===== config.mk =====
export PLATFORM = sky130hd
export DESIGN_NAME = disp_scan_ctrl
export DESIGN_NICKNAME = d
export VERILOG_FILES = /design/src/rtl/disp_pkg.sv /design/src/rtl/disp_pwm_gen.sv /design/src/rtl/disp_scan_ctrl.sv
export SDC_FILE = /design/constraint.sdc
export NUM_CORES = 1
export LEC_CHECK = 0
export ABC_AREA = 1
export CAP_MARGIN = 20
export CELL_PAD_IN_SITES_DETAIL_PLACEMENT = 0
export CELL_PAD_IN_SITES_GLOBAL_PLACEMENT = 1
export CORE_MARGIN = 2
export CORE_UTILIZATION = 35
export DETAILED_ROUTE_END_ITERATION = 8
export PLACE_DENSITY = 0.69
export REMOVE_ABC_BUFFERS = 1
export SLEW_MARGIN = 30
export SYNTH_ARGS = -nofsm -noshare
export SYNTH_HDL_FRONTEND = slang
export SYNTH_SLANG_ARGS = --single-unit

===== constraint.sdc =====
create_clock -name clock -period 3.85 [get_ports clock]
set_input_delay 0.385 -clock clock [delete_from_list [all_inputs] [get_ports clock]]
set_output_delay 0.385 -clock clock [all_outputs]
set_load 0.02 [all_outputs]

===== src/rtl/disp_pkg.sv =====
// ============================================================================
// Module      : disp_pkg
// Description : Shared types, default timing constants and a width helper
//               for the multiplexed display scan controller.
// Revision    : 1.0 - initial release
// ============================================================================
`default_nettype none

package disp_pkg;

    typedef enum logic [1:0] {
        ST_IDLE  = 2'd0,
        ST_BLANK = 2'd1,
        ST_SHOW  = 2'd2
    } disp_state_t;

    localparam int c_DEFAULT_DWELL = 100000;
    localparam int c_DEFAULT_BLANK = 16;

    // Number of bits needed to encode values 0 .. value-1.
    function automatic int clog2(input int value);
        int r;
        r = 0;
        while ((1 << r) < value) r = r + 1;
        return r;
    endfunction

endpackage

`default_nettype wire


===== src/rtl/disp_pwm_gen.sv =====
// ============================================================================
// Module      : disp_pwm_gen
// Description : Brightness gate for the lit phase. Level is latched at each
//               frame start; 15 is full on, 0 is dark.
// Revision    : 1.0 - initial release
// ============================================================================
`default_nettype none

module disp_pwm_gen (
    input  logic       clock,
    input  logic       reset,
    input  logic       show_nxt,
    input  logic       frame_start,
    input  logic [3:0] brightness,
    output logic       gate
);

    logic [3:0] r_level;
    logic [3:0] r_pwm_cnt;
    logic [3:0] w_level;

    // The level sampled on a frame-start edge already governs that edge.
    assign w_level = frame_start ? brightness : r_level;
    assign gate    = (w_level == 4'hF) || (r_pwm_cnt < w_level);

    always_ff @(posedge clock or posedge reset) begin
        if (reset) begin
            r_level   <= 4'h0;
            r_pwm_cnt <= 4'h0;
        end else begin
            if (frame_start) r_level <= brightness;
            if (show_nxt)    r_pwm_cnt <= r_pwm_cnt + 4'h1;
        end
    end

endmodule

`default_nettype wire


===== src/rtl/disp_scan_ctrl.sv =====
// ============================================================================
// Module      : disp_scan_ctrl
// Description : Tear-free multiplexed 7-segment scan controller with a
//               double-buffered digit store and blanking between digits.
//               Optional brightness PWM when DISP_SCAN_PWM_EN is defined.
// Revision    : 1.0 - initial release
// ============================================================================
`default_nettype none

module disp_scan_ctrl
    import disp_pkg::*;
#(
    parameter int DIGITS = 4,
    parameter int SEG_W  = 8,
    parameter int DWELL  = c_DEFAULT_DWELL,
    parameter int BLANK  = c_DEFAULT_BLANK
) (
    input  logic              clock,
    input  logic              reset,
    input  logic              enable,
    input  logic              wr_valid,
    output logic              wr_ready,
    input  logic [1:0]        wr_idx,
    input  logic [SEG_W-1:0]  wr_data,
    input  logic              commit,
    output logic              commit_done,
    output logic              frame_tick,
`ifdef DISP_SCAN_PWM_EN
    input  logic [3:0]        brightness,
`endif
    output logic [SEG_W-1:0]  dig_val,
    output logic [DIGITS-1:0] dig_sel
);

    localparam int c_CNT_MAX = (DWELL > BLANK) ? DWELL : BLANK;
    localparam int c_CNT_W   = (clog2(c_CNT_MAX + 1) < 1) ? 1 : clog2(c_CNT_MAX + 1);
    localparam int c_DIG_W   = (DIGITS > 1) ? clog2(DIGITS) : 1;

    localparam logic [c_CNT_W-1:0] c_DWELL_LAST = c_CNT_W'(DWELL - 1);
    localparam logic [c_CNT_W-1:0] c_BLANK_LAST = c_CNT_W'((BLANK > 0) ? BLANK - 1 : 0);
    localparam logic [c_CNT_W-1:0] c_CNT_ONE    = c_CNT_W'(1);
    localparam logic [c_DIG_W-1:0] c_DIG_LAST   = c_DIG_W'(DIGITS - 1);
    localparam logic [c_DIG_W-1:0] c_DIG_ONE    = c_DIG_W'(1);
    localparam logic [DIGITS-1:0]  c_SEL_ONE    = DIGITS'(1);

    disp_state_t        r_state;
    disp_state_t        w_nxt_state;
    logic [c_CNT_W-1:0] r_cnt;
    logic [c_CNT_W-1:0] w_nxt_cnt;
    logic [c_DIG_W-1:0] r_digit;
    logic [c_DIG_W-1:0] w_nxt_digit;
    logic [SEG_W-1:0]   r_shadow [DIGITS];
    logic [SEG_W-1:0]   r_active [DIGITS];
    logic               r_pending;
    logic               w_boundary;
    logic               w_swap;
    logic               w_write;
    logic               w_show;
    logic               w_pwm_gate;
    logic [SEG_W-1:0]   w_show_val;

    always_comb begin
        w_nxt_state = r_state;
        w_nxt_cnt   = r_cnt;
        w_nxt_digit = r_digit;
        w_boundary  = 1'b0;
        if (!enable) begin
            w_nxt_state = ST_IDLE;
            w_nxt_cnt   = '0;
            w_nxt_digit = '0;
        end else begin
            case (r_state)
                ST_IDLE: begin
                    w_nxt_state = (BLANK > 0) ? ST_BLANK : ST_SHOW;
                    w_nxt_cnt   = '0;
                    w_nxt_digit = '0;
                    w_boundary  = 1'b1;
                end
                ST_BLANK: begin
                    if (r_cnt == c_BLANK_LAST) begin
                        w_nxt_state = ST_SHOW;
                        w_nxt_cnt   = '0;
                    end else begin
                        w_nxt_cnt = r_cnt + c_CNT_ONE;
                    end
                end
                ST_SHOW: begin
                    if (r_cnt == c_DWELL_LAST) begin
                        w_nxt_state = (BLANK > 0) ? ST_BLANK : ST_SHOW;
                        w_nxt_cnt   = '0;
                        if (r_digit == c_DIG_LAST) begin
                            w_nxt_digit = '0;
                            w_boundary  = 1'b1;
                        end else begin
                            w_nxt_digit = r_digit + c_DIG_ONE;
                        end
                    end else begin
                        w_nxt_cnt = r_cnt + c_CNT_ONE;
                    end
                end
                default: begin
                    w_nxt_state = ST_IDLE;
                    w_nxt_cnt   = '0;
                    w_nxt_digit = '0;
                end
            endcase
        end
    end

    // A pending swap also drains while parked in IDLE so commits never stall.
    assign w_swap   = r_pending && (w_boundary || (r_state == ST_IDLE));
    assign wr_ready = ~r_pending;
    assign w_write  = wr_valid && wr_ready && (int'(wr_idx) < DIGITS);
    assign w_show   = (w_nxt_state == ST_SHOW);

    // Digit 0 shown on the swap edge must already carry the new bank.
    assign w_show_val = w_swap ? r_shadow[w_nxt_digit] : r_active[w_nxt_digit];

`ifdef DISP_SCAN_PWM_EN
    disp_pwm_gen u_pwm (
        .clock       (clock),
        .reset       (reset),
        .show_nxt    (w_show),
        .frame_start (w_boundary),
        .brightness  (brightness),
        .gate        (w_pwm_gate)
    );
`else
    assign w_pwm_gate = 1'b1;
`endif

    always_ff @(posedge clock or posedge reset) begin
        if (reset) begin
            r_state     <= ST_IDLE;
            r_cnt       <= '0;
            r_digit     <= '0;
            r_pending   <= 1'b0;
            frame_tick  <= 1'b0;
            commit_done <= 1'b0;
            dig_sel     <= '0;
            dig_val     <= '0;
            for (int i = 0; i < DIGITS; i++) begin
                r_shadow[i] <= '0;
                r_active[i] <= '0;
            end
        end else begin
            r_state     <= w_nxt_state;
            r_cnt       <= w_nxt_cnt;
            r_digit     <= w_nxt_digit;
            frame_tick  <= w_boundary;
            commit_done <= w_swap;
            if (w_write) r_shadow[wr_idx] <= wr_data;
            if (w_swap) begin
                for (int i = 0; i < DIGITS; i++) r_active[i] <= r_shadow[i];
            end
            if (r_pending) begin
                if (w_swap) r_pending <= 1'b0;
            end else if (commit) begin
                r_pending <= 1'b1;
            end
            dig_sel <= (w_show && w_pwm_gate) ? (c_SEL_ONE << w_nxt_digit) : '0;
            dig_val <= w_show ? w_show_val : '0;
        end
    end

endmodule

`default_nettype wire

Yosys cells after proc, flatten, opt, wreduce, memory -nomap -nowiden
Index checks and enable logic that the tools add are counted.
- output and inout port bits: 15
- flip-flop bits (word level): 100
- logic and storage cells: 67
- multiplexer cells: 31
- equal/unequal tests: 6
- bitwise logic cells: 3
- shift operators: 1
- $lt $le $gt $ge: 3
- add/sub/neg operators: 2
- reductions and logical operators: 5
- operator list (operator ; number):
    $mux W8 ; 7
    $mux W17 ; 3
    $pmux W17 S2 ; 1
    $bmux W8 S2 ; 2
    $bwmux W32 ; 1
    $add A17 B1 Y17 const B ; 1
    $eq A17 B17 Y1 const B ; 1
    $eq A17 B4 Y1 const B ; 1
    $demux W8 S2 ; 1
    $mux W2 ; 6
    $eq A2 B2 Y1 const B ; 3
    $ge A3 B3 Y1 const B ; 2
    $mux W1 ; 6
    $not A2 Y3 ; 2
    $pmux W2 S3 ; 1
    $mux W4 ; 1
    $pmux W2 S2 ; 1
    $shl A1 B2 Y4 const A ; 1
    $logic_and A1 B1 Y1 ; 3
    $lt A3 B1 Y1 const B ; 1
    $add A2 B1 Y2 const B ; 1
    $eq A2 B1 Y1 const B ; 1
    $logic_not A2 Y1 ; 1
    $pmux W1 S2 ; 1
    other kinds (2) ; 2

Depth between registers and ports, before layout
Gate-level depths: netlist of run 1.
- depth in word-level cells: 11
- gate-level depth with buffers: 16

Least setup slack after synthesis of run 1
No wires, ideal clock.
- path type: register to register
- from: reg r_cnt[0]
- to: reg dig_val[4]
- library setup time: 0.133 ns
- path buffers: 1
- arrival: 1.699 ns
- cell stages (with the launch flop): 14
- period minus slack after synthesis: 1.831 ns
- setup slack: 2.019 ns
- cell sequence: dfrtp_1 > ha_1 > nand2_2 > nor2_4 > inv_2 > nor2_4 > nand2_2 > a21oi_4 > buf_4 > nand3_1 > nand2_1 > nand2_1 > nand2_1 > a21oi_1
- cells in the longest elaborated chain, start to end: 10
- elaborated cells on any way between the ends: 24
- ends and longest elaborated chain (what ; RTL line ; RTL):
    from (decl) ; disp_scan_ctrl.sv:48 ; logic [c_CNT_W-1:0] r_cnt;
    from (signal assigned) ; disp_scan_ctrl.sv:148 ; r_cnt <= w_nxt_cnt;
    $eq A17 B17 Y1 ; disp_scan_ctrl.sv:88 ; if (r_cnt == c_DWELL_LAST) begin
    $mux W2 ; disp_scan_ctrl.sv:88 ;
    $pmux W2 S2 ; disp_scan_ctrl.sv:72 ; case (r_state)
    $mux W2 ; disp_scan_ctrl.sv:67 ; if (!enable) begin
    $not A2 Y3 (implied by the code) ; disp_scan_ctrl.sv:117 ; assign w_show_val = w_swap ? r_shadow[w_nxt_digit] : r_active[w_nxt_digit];
    $bmux W8 S2 ; disp_scan_ctrl.sv:117 ;
    $mux W8 (implied by the code) (2 in a row) ; disp_scan_ctrl.sv:117 ;
    $mux W8 ; disp_scan_ctrl.sv:117 ;
    $mux W8 (*) ; disp_scan_ctrl.sv:162 ; dig_val <= w_show ? w_show_val : '0;
    to (signal assigned) ; disp_scan_ctrl.sv:162 ;
    to (decl) ; disp_scan_ctrl.sv:31 ; output logic [SEG_W-1:0] dig_val,
Mark *: on every way between the ends. The rest lies on a longest branch, timed or not. The select of a mux whose other input is x is not followed.
A chain may end at the register's enable or synchronous reset.

Worst setup path in the final report of run 1
- from: reg r_cnt[0]
- to: reg r_active[31] (netlist name)
- cells in the longest elaborated chain, start to end: 6
- ends and longest elaborated chain (what ; RTL line ; RTL):
    $eq A17 B17 Y1 ; disp_scan_ctrl.sv:88 ;
    $mux W1 ; disp_scan_ctrl.sv:88 ;
    $pmux W1 S2 ; disp_scan_ctrl.sv:72 ;
    $mux W1 ; disp_scan_ctrl.sv:67 ;
    $logic_or A1 B1 Y1 ; disp_scan_ctrl.sv:111 ; assign w_swap = r_pending && (w_boundary || (r_state == ST_IDLE));
    $logic_and A1 B1 Y1 ; disp_scan_ctrl.sv:111 ;
    to (signal, indexed assignment) ; disp_scan_ctrl.sv:144 ; r_active[i] <= '0;
    to (decl) ; disp_scan_ctrl.sv:53 ; logic [SEG_W-1:0] r_active [DIGITS];
Every way passes these cells.

==> results of run 1 <==
[final cells by class]
| type | instances | share of cell area (%) |
|---|---|---|
| Sequential cell | 100 | 47.8 |
| Inverter | 74 | 5.36 |
| Clock buffer | 11 | 4.83 |
| Multi-Input combinational cell | 336 | 29.8 |
| Tap cell | 172 | 4.11 |
| Clock inverter | 5 | 1.65 |
| Timing Repair Buffer | 31 | 6.45 |
[cell families (layout without fill, tap and decap cells)]
group | Yosys count | in the layout
buffers and inverters | 92 | 121
XOR/XNOR | 5 | 5
AND/OR/NAND/NOR | 246 | 246
adder cells (fa/ha/maj) | 6 | 6
AO/OA/AOI/OAI | 79 | 79
flip-flops | 100 | 100
[routing by layer]
layer,global-route usage [%],vias to the layer above,share of wire [%]
met5,0,-,0
met4,3.53,0,1.1
met3,4.36,6,3.5
met2,26.4,35,50
met1,18.3,1532,46
li1,-,1692,-
[stage by stage]
step / utilization [%] / worst slack (ps)
finish: 41.8 / 966
global route: 41.8 / 685
CTS: 41.6 / 938
detailed placement: 38.9 / 950
global placement: 38.9 / 1130
floorplan: - / 846
[sequential cells by signal, indices dropped and copies added (netlist names)]
register and count:
commit_done 1, dig_sel 4, dig_val 8, frame_tick 1
r_active 32, r_cnt 17, r_digit 2, r_pending 1
r_shadow 32, r_state 2
[where the power goes]
group	internal, mW	total [mW]	leakage [nW]	switching, mW
sequential	1.33	1.44	1.31	0.110
combinational	0.208	0.551	1.11	0.342
clock	0.612	1.02	0.167	0.408
total	2.15	3.01	2.59	0.860
[worst paths after layout]
path                          start           end  slack [ps]  cells past startpoint
max                        r_cnt[0]  r_active[31]         970                     12
min                           reset   r_shadow[1]         330                      2
max reg2reg                r_cnt[0]  r_active[31]         970                     12
min reg2reg                r_cnt[0]      r_cnt[0]         470                      1
max in group asynchronous     reset  r_active[18]        2770                      4
min in group clock         r_cnt[0]      r_cnt[0]         470                      1
[synth_stat cells (all sizes together)]
| master | n |
|---|---|
| nor3b | 3 |
| dfrtp | 100 |
| nand3 | 31 |
| inv | 74 |
| clkbuf | 7 |
| nand4 | 4 |
| o21ai | 64 |
| a21oi | 12 |
| nand2 | 166 |
| nor3 | 6 |
| ha | 6 |
| buf | 11 |
| o22ai | 1 |
| nor4 | 1 |
| a211oi | 2 |
| nor2 | 34 |
| nand3b | 1 |
| xor2 | 5 |
==> tab_implementation.tex, run 1 <==
\begin{tabular}{lr}
\hline
Metric & Value \\
\hline
\multicolumn{2}{l}{\textbf{Status}} \\
\quad Run status & completed \\
\multicolumn{2}{l}{\textbf{Timing}} \\
\quad Transition time at the pin with the least slew margin & 921 ps \\
\quad Sum of negative setup slack & 0 ps \\
\quad Fin Clk Skew & 10.7 ps \\
\quad Unrepaired setup endpoints after global routing & false \\
\quad Final worst path period share & 74.9\% \\
\quad Period minus WS final & 2880 ps \\
\quad Worst max-slew margin expressed relative to the limit & 38.5\% \\
\quad Fin. max-slew vios & 0 \\
\quad \# setup viols final & 0 \\
\quad Number of hold violations in the final report & 0 \\
\quad Highest clock rate & 347 MHz \\
\quad Final worst hold slack & 325 ps \\
\multicolumn{2}{l}{\textbf{Route}} \\
\quad Total length of routed wires & 9410 um \\
\quad Routed via count divided by cell count & 4.48 \\
\quad Routed Antenna Nets & 0 \\
\quad Routed via count & 3,265 \\
\quad Number of iterations in the first detailed-routing pass & 4 \\
\quad DR WL/cell & 12.9 um \\
\quad Detailed Route Iter0 Violations & 248 \\
\quad Residual DRC count & 0 \\
\multicolumn{2}{l}{\textbf{Clock tree}} \\
\quad Later-pin clock latency in the skew report & 350 ps \\
\quad CTS tree & built \\
\quad Number of sinks driven by the clock tree & 100 \\
\quad Num CTS Buffers & 9 \\
\quad Number of gates given a new drive strength after cts & 0 \\
\quad H-tree Lvls & 3 \\
\quad Post-CTS setup buffer count & 0 \\
\quad Number of buffers on the longest clock path & 2 \\
\quad Clock root buffer & sky130\_fd\_sc\_hd\_\_clkbuf\_16 \\
\quad Clock slew at reported path FFs & 70 ps \\
\quad Hold-fix buffer count after cts & 0 \\
\multicolumn{2}{l}{\textbf{Yosys}} \\
\quad Average cell area after synthesis & 8.41 um\^{}2 \\
\quad Distinct cell type count after synthesis & 26 \\
\quad Share of the yosys chip area belonging to registers & 56.4\% \\
\quad Total of warnings raised by yosys & 0 \\
\quad Simple-gate area share of the yosys netlist & 23.1\% \\
\quad Synthesized netlist cell count & 528 \\
\quad Combinational family with the most area after synthesis & simple AND/OR/NAND/NOR gates \\
\quad Xor/xnor cell area share of the yosys netlist & 0.986\% \\
\quad Area fraction of the dominant cell type after synthesis & 56.4\% \\
\quad Combined area of all synthesized cells & 0.00444 mm\^{}2 \\
\quad Share of synthesized cell area in full adder, half adder and majority cells & 1.69\% \\
\quad Leading post-synthesis cells by cell area & sky130\_fd\_sc\_hd\_\_dfrtp\_1 (56\%), sky130\_fd\_sc\_hd\_\_nand2\_1 (14\%), sky130\_fd\_sc\_hd\_\_inv\_1 (5.9\%), sky130\_fd\_sc\_hd\_\_o21ai\_0 (5.4\%), sky130\_fd\_sc\_hd\_\_nand3\_1 (3.5\%) \\
\quad Synth Area in Compound Gates & 9.30\% \\
\quad Number of storage elements in the synthesis netlist & 100 \\
\quad Post-synth top area cell & sky130\_fd\_sc\_hd\_\_dfrtp\_1 \\
\quad Multiplexer share of the synthesized area & 0\% \\
\multicolumn{2}{l}{\textbf{Finish}} \\
\quad Most frequent cells in the layout & sky130\_fd\_sc\_hd\_\_nand2\_1 (162), sky130\_fd\_sc\_hd\_\_dfrtp\_1 (100), sky130\_fd\_sc\_hd\_\_inv\_1 (69) \\
\quad Flip-flop and latch area & 0.00250 mm\^{}2 \\
\quad Leading cell type in the layout, fill and taps excluded & sky130\_fd\_sc\_hd\_\_nand2\_1 \\
\quad Final Instance Count excl. Fillers & 729 \\
\quad Ant. Diodes & 0 \\
\quad Total area of multi-input combinational cells & 0.00156 mm\^{}2 \\
\quad Final nets & 573 \\
\quad Post-route standard cell area excluding fillers & 0.00523 mm\^{}2 \\
\quad Share of post-route cells with drive strength above 1 & 5.39\% \\
\quad Layout filler cell count & 1,309 \\
\quad P\&R area growth vs syn & 17.9\% \\
\multicolumn{2}{l}{\textbf{Place}} \\
\quad Dpl hpwl & 6060 um \\
\quad Total of buffers placed on input and output ports & 29 \\
\quad Number of placed instances with taps included & 712 \\
\quad Post-placement cell area & 0.00487 mm\^{}2 \\
\quad Final Wtd Congestion & 0.812 \\
\multicolumn{2}{l}{\textbf{Critical path}} \\
\quad Series of cell instances along the critical path & ha\_1 -> nand2\_2 -> nor2\_4 -> inv\_2 -> nor2\_4 -> nand2\_2 -> inv\_2 -> nand3\_1 -> o21ai\_1 -> nand2\_1 -> inv\_2 -> o21ai\_0 \\
\quad Crit end category & register \\
\quad WP data arrival & 3080 ps \\
\quad CP Launch Type & register \\
\quad Maximum fanout count along the critical path & 61 \\
\quad Category of the critical setup timing path & reg -> reg \\
\quad Cell at the slowest stage of the critical path & sky130\_fd\_sc\_hd\_\_inv\_2 \\
\quad Required @ worst endpoint & 4040 ps \\
\quad Delay of the slowest cell on the worst path & 820 ps \\
\quad Kind of cell with the highest combined delay on the critical path & buffers and inverters \\
\quad Buffers \& Inverters on Critical Path & 3 \\
\quad Crit-path most repeated cell & sky130\_fd\_sc\_hd\_\_inv\_2 \\
\multicolumn{2}{l}{\textbf{Global routing}} \\
\quad GR Overflow Total & 0 \\
\quad Antenna violations before repair & 0 \\
\quad Largest net degree at the start of global routing & 69 \\
\quad Via count of the first global-routing pass & 3,232 \\
\quad Total track usage & 15.0\% \\
\quad Global-route wire length before repair & 15,600 um \\
\multicolumn{2}{l}{\textbf{Flow run}} \\
\quad Max-cap violation count & 0 \\
\multicolumn{2}{l}{\textbf{Power}} \\
\quad Static Leakage & 2.59 nW \\
\quad Worst IR Drop VDD & 0.329 mV \\
\quad Total chip power & 3.01 mW \\
\quad Power per cell area & 576 mW/mm\^{}2 \\
\multicolumn{2}{l}{\textbf{Die}} \\
\quad Core Box Area & 0.0125 mm\^{}2 \\
\quad Die Y-Extent & 117 um \\
\quad Standard-cell rows & 41 \\
\quad Initial Util & 35.5\% \\
\quad Num ports & 30 \\
\quad Floorplan die area & 0.0136 mm\^{}2 \\
\quad Die Span X & 117 um \\
\multicolumn{2}{l}{\textbf{Min path}} \\
\quad Hold/Removal Path Class & in -> async \\
\hline
\end{tabular}
No activity file was read; power rests on OpenSTA's default activity.
==> run 2, diff against run 1 <==
clock period = 2.96 ns   (was 3.85 ns; I/O delays follow)
==> tab_implementation.tex, run 2 (synthesized netlist as in run 1, its figures left out) <==
\begin{tabular}{lr}
\hline
Metric & Value \\
\hline
\multicolumn{2}{l}{\textbf{Route}} \\
\quad Residual DRC count & 0 \\
\quad Routed Antenna Nets & 0 \\
\quad DR WL/cell & 12.9 um \\
\quad Routed via count divided by cell count & 4.54 \\
\quad Number of iterations in the first detailed-routing pass & 5 \\
\quad Total length of routed wires & 9440 um \\
\quad Detailed Route Iter0 Violations & 201 \\
\quad Routed via count & 3,325 \\
\multicolumn{2}{l}{\textbf{Clock tree}} \\
\quad Later-pin clock latency in the skew report & 340 ps \\
\quad Clock slew at reported path FFs & 70 ps \\
\quad Post-CTS setup buffer count & 0 \\
\quad H-tree Lvls & 3 \\
\quad CTS tree & built \\
\quad Number of sinks driven by the clock tree & 100 \\
\quad Number of gates given a new drive strength after cts & 0 \\
\quad Clock root buffer & sky130\_fd\_sc\_hd\_\_clkbuf\_16 \\
\quad Hold-fix buffer count after cts & 0 \\
\quad Number of buffers on the longest clock path & 2 \\
\quad Num CTS Buffers & 9 \\
\multicolumn{2}{l}{\textbf{Die}} \\
\quad Standard-cell rows & 41 \\
\quad Core Box Area & 0.0125 mm\^{}2 \\
\quad Num ports & 30 \\
\quad Initial Util & 35.5\% \\
\quad Die Span X & 117 um \\
\quad Floorplan die area & 0.0136 mm\^{}2 \\
\quad Die Y-Extent & 117 um \\
\multicolumn{2}{l}{\textbf{Power}} \\
\quad Internal cell power & 2.79 mW \\
\quad Static Leakage & 2.59 nW \\
\quad Clock power frac & 32.6\% \\
\quad Worst IR Drop VDD & 0.369 mV \\
\quad Power per cell area & 738 mW/mm\^{}2 \\
\quad Sequential share of power & 48.8\% \\
\quad Power share of the combinational group & 18.6\% \\
\quad Proportion of total power due to net switching & 28.0\% \\
\quad Switching power total & 1.08 mW \\
\multicolumn{2}{l}{\textbf{Finish}} \\
\quad Post-route standard cell area excluding fillers & 0.00525 mm\^{}2 \\
\quad Leading cell type in the layout, fill and taps excluded & sky130\_fd\_sc\_hd\_\_nand2\_1 \\
\quad Core occupancy in the finished layout & 41.9\% \\
\quad Share of post-route cells with drive strength above 1 & 5.88\% \\
\quad Final nets & 577 \\
\quad Ant. Diodes & 0 \\
\quad Leading registers by flop count & r\_active (32), r\_shadow (32), r\_cnt (17) \\
\quad Most frequent cells in the layout & sky130\_fd\_sc\_hd\_\_nand2\_1 (162), sky130\_fd\_sc\_hd\_\_dfrtp\_1 (100), sky130\_fd\_sc\_hd\_\_inv\_1 (69) \\
\quad P\&R area growth vs syn & 18.2\% \\
\multicolumn{2}{l}{\textbf{Place}} \\
\quad Post-placement cell area & 0.00492 mm\^{}2 \\
\quad Final Wtd Congestion & 0.800 \\
\quad Dpl hpwl & 6230 um \\
\quad Worst Setup Slack post-DPL & 727 ps \\
\quad Total of buffers placed on input and output ports & 29 \\
\multicolumn{2}{l}{\textbf{Global routing}} \\
\quad Largest net degree at the start of global routing & 62 \\
\quad GR Overflow Total & 0 \\
\quad Via count of the first global-routing pass & 3,311 \\
\quad Global-route wire length before repair & 16,200 um \\
\quad Total track usage & 15.6\% \\
\quad Antenna violations before repair & 0 \\
\multicolumn{2}{l}{\textbf{Status}} \\
\quad Run status & completed \\
\multicolumn{2}{l}{\textbf{Timing}} \\
\quad Number of hold violations in the final report & 0 \\
\quad Unrepaired setup endpoints after global routing & false \\
\quad Highest clock rate & 453 MHz \\
\quad Transition time at the pin with the least slew margin & 704 ps \\
\quad Final worst hold slack & 364 ps \\
\quad Final worst path period share & 74.5\% \\
\quad Fin Clk Skew & 10.4 ps \\
\quad Period minus WS final & 2210 ps \\
\quad Sum of negative setup slack & 0 ps \\
\quad Fin. max-slew vios & 0 \\
\quad Worst max-slew margin expressed relative to the limit & 52.9\% \\
\quad Worst setup slack after layout & 755 ps \\
\quad \# setup viols final & 0 \\
\multicolumn{2}{l}{\textbf{Min path}} \\
\quad Hold/Removal Path Class & in -> async \\
\multicolumn{2}{l}{\textbf{Flow run}} \\
\quad Max-cap violation count & 0 \\
\multicolumn{2}{l}{\textbf{Critical path}} \\
\quad Crit end category & register \\
\quad Required @ worst endpoint & 3190 ps \\
\quad Maximum fanout count along the critical path & 19 \\
\quad Category of the critical setup timing path & reg -> reg \\
\quad CP Launch Type & register \\
\quad WP data arrival & 2430 ps \\
\hline
\end{tabular}
## run 2: worst paths after layout
check                         start            to  slack (ps)  cells past startpoint
max reg2reg                r_cnt[0]    dig_val[6]         750                     14
min                           reset   r_shadow[9]         360                      2
max in group asynchronous     reset  r_shadow[23]        1920                      3
max                        r_cnt[0]    dig_val[6]         750                     14
min reg2reg                r_cnt[0]      r_cnt[0]         460                      1
min in group clock         r_cnt[0]      r_cnt[0]         460                      1
## run 2: area by class of cell
cell class	instances	area, um^2
fill	1299	7270
timing repair buffer	35	360
sequential	100	2500
multi-input combinational	336	1560
clock buffer	11	243
clock inverter	5	85.1
tap	172	215
inverter	74	280
## run 2: power groups by stage
| stage | logic (mW) | clock network [mW] | registers (mW) |
|---|---|---|---|
| after CTS | 0.737 | 1.31 | 1.89 |
| after global placement | 0.713 | 0 | 1.90 |
| after global routing | 0.863 | 1.36 | 1.93 |
| final | 0.720 | 1.26 | 1.89 |
| after detailed placement | 0.731 | 0 | 1.92 |
| after floorplan | 0.539 | 0 | 1.88 |
## run 2: critical path, cell delays in order (launching register included)
cell and delay (ps):
sky130_fd_sc_hd__dfrtp_1 370, sky130_fd_sc_hd__ha_1 190, sky130_fd_sc_hd__nand2_2 90, sky130_fd_sc_hd__nor2_4 150, sky130_fd_sc_hd__inv_2 70, sky130_fd_sc_hd__nor2_4 110, sky130_fd_sc_hd__nand2_2 90, sky130_fd_sc_hd__a21oi_4 370
sky130_fd_sc_hd__nand2_4 240, sky130_fd_sc_hd__nand2_1 120, sky130_fd_sc_hd__nand2_1 50, sky130_fd_sc_hd__nand2_1 50, sky130_fd_sc_hd__nand3_1 80, sky130_fd_sc_hd__nand2_1 70, sky130_fd_sc_hd__inv_1 40
## run 2: layer usage
| layer | wire length (um) | track usage [%] | up-vias |
|---|---|---|---|
| met2 | 4670 | 26.6 | 45 |
| met1 | 4320 | 19.9 | 1566 |
| met5 | 0 | 0 | - |
| met3 | 343 | 3.53 | 11 |
| met4 | 108 | 4.78 | 0 |
| li1 | - | - | 1703 |
## run 2: per-stage QoR
stage | std cells | power [mW]
after floorplan | 510 | 2.42
after global placement | 717 | 2.62
after global routing | 733 | 4.15
final | 733 | 3.87
after detailed placement | 717 | 2.65
after CTS | 733 | 3.93
==> run 3, diff against run 2 <==
clock period = 2.2 ns   (was 2.96 ns; I/O delays follow)
==> tab_implementation.tex, run 3 (synthesized netlist as in run 1, its figures left out) <==
\begin{tabular}{lr}
\hline
Metric & Value \\
\hline
\multicolumn{2}{l}{\textbf{Status}} \\
\quad Run status & completed \\
\multicolumn{2}{l}{\textbf{Place}} \\
\quad Post-placement cell area & 0.00503 mm\^{}2 \\
\quad Dpl hpwl & 6700 um \\
\quad Final Wtd Congestion & 0.842 \\
\quad Total of buffers placed on input and output ports & 29 \\
\multicolumn{2}{l}{\textbf{Die}} \\
\quad Standard-cell rows & 41 \\
\quad Initial Util & 35.5\% \\
\quad Core Box Area & 0.0125 mm\^{}2 \\
\quad Floorplan die area & 0.0136 mm\^{}2 \\
\quad Num ports & 30 \\
\quad Die Span X & 117 um \\
\quad Die Y-Extent & 117 um \\
\multicolumn{2}{l}{\textbf{Route}} \\
\quad Number of iterations in the first detailed-routing pass & 4 \\
\quad Routed Antenna Nets & 0 \\
\quad Total length of routed wires & 10,300 um \\
\quad Residual DRC count & 0 \\
\quad DR WL/cell & 13.5 um \\
\quad Routed via count divided by cell count & 4.55 \\
\quad Routed via count & 3,453 \\
\quad Detailed Route Iter0 Violations & 215 \\
\multicolumn{2}{l}{\textbf{Power}} \\
\quad Clock power frac & 30.2\% \\
\quad Worst IR Drop VDD & 0.475 mV \\
\quad Proportion of total power due to net switching & 29.1\% \\
\quad Switching power total & 1.52 mW \\
\quad Sequential share of power & 48.7\% \\
\quad Power share of the combinational group & 21.1\% \\
\quad Power per cell area & 932 mW/mm\^{}2 \\
\quad Static Leakage & 2.75 nW \\
\quad Internal cell power & 3.71 mW \\
\multicolumn{2}{l}{\textbf{Finish}} \\
\quad Post-route standard cell area excluding fillers & 0.00561 mm\^{}2 \\
\quad Leading registers by flop count & r\_active (32), r\_shadow (32), r\_cnt (17) \\
\quad Leading cell type in the layout, fill and taps excluded & sky130\_fd\_sc\_hd\_\_nand2\_1 \\
\quad Most frequent cells in the layout & sky130\_fd\_sc\_hd\_\_nand2\_1 (159), sky130\_fd\_sc\_hd\_\_dfrtp\_1 (99), sky130\_fd\_sc\_hd\_\_inv\_1 (69) \\
\quad Ant. Diodes & 0 \\
\quad P\&R area growth vs syn & 26.3\% \\
\quad Share of post-route cells with drive strength above 1 & 12.3\% \\
\quad Final nets & 604 \\
\quad Core occupancy in the finished layout & 44.8\% \\
\quad Layout filler cell count & 1,258 \\
\multicolumn{2}{l}{\textbf{Timing}} \\
\quad Fin Clk Skew & 10.2 ps \\
\quad Transition time at the pin with the least slew margin & 625 ps \\
\quad Fin. max-slew vios & 0 \\
\quad Worst max-slew margin expressed relative to the limit & 58.2\% \\
\quad Final worst hold slack & 231 ps \\
\quad Final worst path period share & 94.8\% \\
\quad Number of hold violations in the final report & 0 \\
\quad Sum of negative setup slack & 0 ps \\
\quad Highest clock rate & 479 MHz \\
\quad Period minus WS final & 2090 ps \\
\quad \# setup viols final & 0 \\
\multicolumn{2}{l}{\textbf{Critical path}} \\
\quad Count of cell instances traversed by the critical path & 15 \\
\quad Required @ worst endpoint & 2420 ps \\
\quad Cell at the slowest stage of the critical path & sky130\_fd\_sc\_hd\_\_dfrtp\_1 \\
\quad Worst R2R End & dig\_val[3] \\
\quad Series of cell instances along the critical path & ha\_4 -> nand2\_4 -> nor2\_4 -> inv\_2 -> nor2\_4 -> nand2\_2 -> buf\_6 -> a21oi\_4 -> buf\_6 -> clkbuf\_16 -> nand3\_1 -> nand2\_1 -> nand2\_1 -> nand2\_1 -> a21oi\_1 \\
\quad Crit end category & register \\
\quad Kind of cell with the highest combined delay on the critical path & simple AND/OR/NAND/NOR gates \\
\quad WP data arrival & 2310 ps \\
\quad Setup slack on the worst flop-to-flop path & 110 ps \\
\quad Startpoint of the worst-slack reg-to-reg timing path & r\_cnt[0] \\
\quad Cells on worst reg2reg path & 15 \\
\quad CP Launch Type & register \\
\quad Crit-path most repeated cell & sky130\_fd\_sc\_hd\_\_nand2\_1 \\
\quad Category of the critical setup timing path & reg -> reg \\
\quad Buffers \& Inverters on Critical Path & 4 \\
\quad Delay of the slowest cell on the worst path & 410 ps \\
\quad Maximum fanout count along the critical path & 8 \\
\multicolumn{2}{l}{\textbf{Clock tree}} \\
\quad Number of buffers on the longest clock path & 2 \\
\quad CTS tree & built \\
\quad Clock root buffer & sky130\_fd\_sc\_hd\_\_clkbuf\_16 \\
\quad H-tree Lvls & 3 \\
\quad Clock slew at reported path FFs & 70 ps \\
\quad Number of sinks driven by the clock tree & 100 \\
\quad Num CTS Buffers & 9 \\
\quad Later-pin clock latency in the skew report & 340 ps \\
\multicolumn{2}{l}{\textbf{Global routing}} \\
\quad Total track usage & 15.5\% \\
\quad Via count of the first global-routing pass & 3,437 \\
\quad Largest net degree at the start of global routing & 43 \\
\quad GR Overflow Total & 0 \\
\quad Antenna violations before repair & 0 \\
\quad Global-route wire length before repair & 16,300 um \\
\multicolumn{2}{l}{\textbf{Flow run}} \\
\quad Max-cap violation count & 0 \\
\multicolumn{2}{l}{\textbf{Min path}} \\
\quad Hold/Removal Path Class & in -> async \\
\hline
\end{tabular}
-- run 3: cell types whose count changed in the layout (fill, tap and decap cells not counted), moves of 2 or more --
cell | previous run | this run
sky130_fd_sc_hd__buf_4 | 4 | 20
sky130_fd_sc_hd__buf_6 | 0 | 4
sky130_fd_sc_hd__clkbuf_16 | 9 | 13
sky130_fd_sc_hd__nand3_1 | 31 | 27
sky130_fd_sc_hd__nand3_2 | 0 | 4
sky130_fd_sc_hd__nand2_1 | 162 | 159
sky130_fd_sc_hd__buf_12 | 2 | 4
sky130_fd_sc_hd__inv_6 | 0 | 2
sky130_fd_sc_hd__nand2_2 | 3 | 5
-- run 3: timing repair --
item,4_1_cts,5_1_grt
hold buffers,0,0
setup endpoints to repair,0,40
setup buffers,0,11
resized for setup,0,26
-- run 3: per-layer routing --
metal  up-vias  track usage (%)  part of all wire (%)
met2        45             26.9                    51
met3         5             3.94                   3.3
met4         0             4.16                  0.89
met5         -                0                     0
li1       1756                -                     -
met1      1647             19.4                    45
-- run 3: worst max path at each step --
stage	start	to
final	r_cnt[0]	dig_val[3]
after global routing	r_cnt[0]	dig_val[6]
after CTS	r_cnt[0]	dig_val[3]
after detailed placement	r_cnt[0]	dig_val[3]
after global placement	r_cnt[0]	dig_val[2]
after floorplan	reset	commit_done
-- run 3: final cells by class --
| cell class | instances | area (um^2) | share of cell area, % |
|---|---|---|---|
| clock inverters | 5 | 60.1 | 1.07 |
| multi-input cells | 336 | 1620 | 28.9 |
| clock buffers | 10 | 239 | 4.26 |
| inverters | 74 | 285 | 5.09 |
| well taps | 172 | 215 | 3.84 |
| repair buffers | 62 | 681 | 12.1 |
| flip-flops and latches | 100 | 2500 | 44.7 |
-- run 3: power by group through the flow --
| stage | registers (mW) | logic, mW | clock network, mW |
|---|---|---|---|
| finish | 2.54 | 1.10 | 1.58 |
| global route | 2.60 | 1.29 | 1.72 |
| CTS | 2.54 | 1.03 | 1.64 |
| detailed placement | 2.57 | 1.02 | 0 |
| global placement | 2.56 | 1.00 | 0 |
| floorplan | 2.52 | 0.726 | 0 |
-- run 3: metrics by stage --
stage               std cells  worst slack (ps)  total power, mW
floorplan                 510              -639             3.25
global placement          729               193             3.56
detailed placement        729               117             3.59
CTS                       744               109             5.20
global route              759             -30.6             5.62
finish                    759               114             5.23
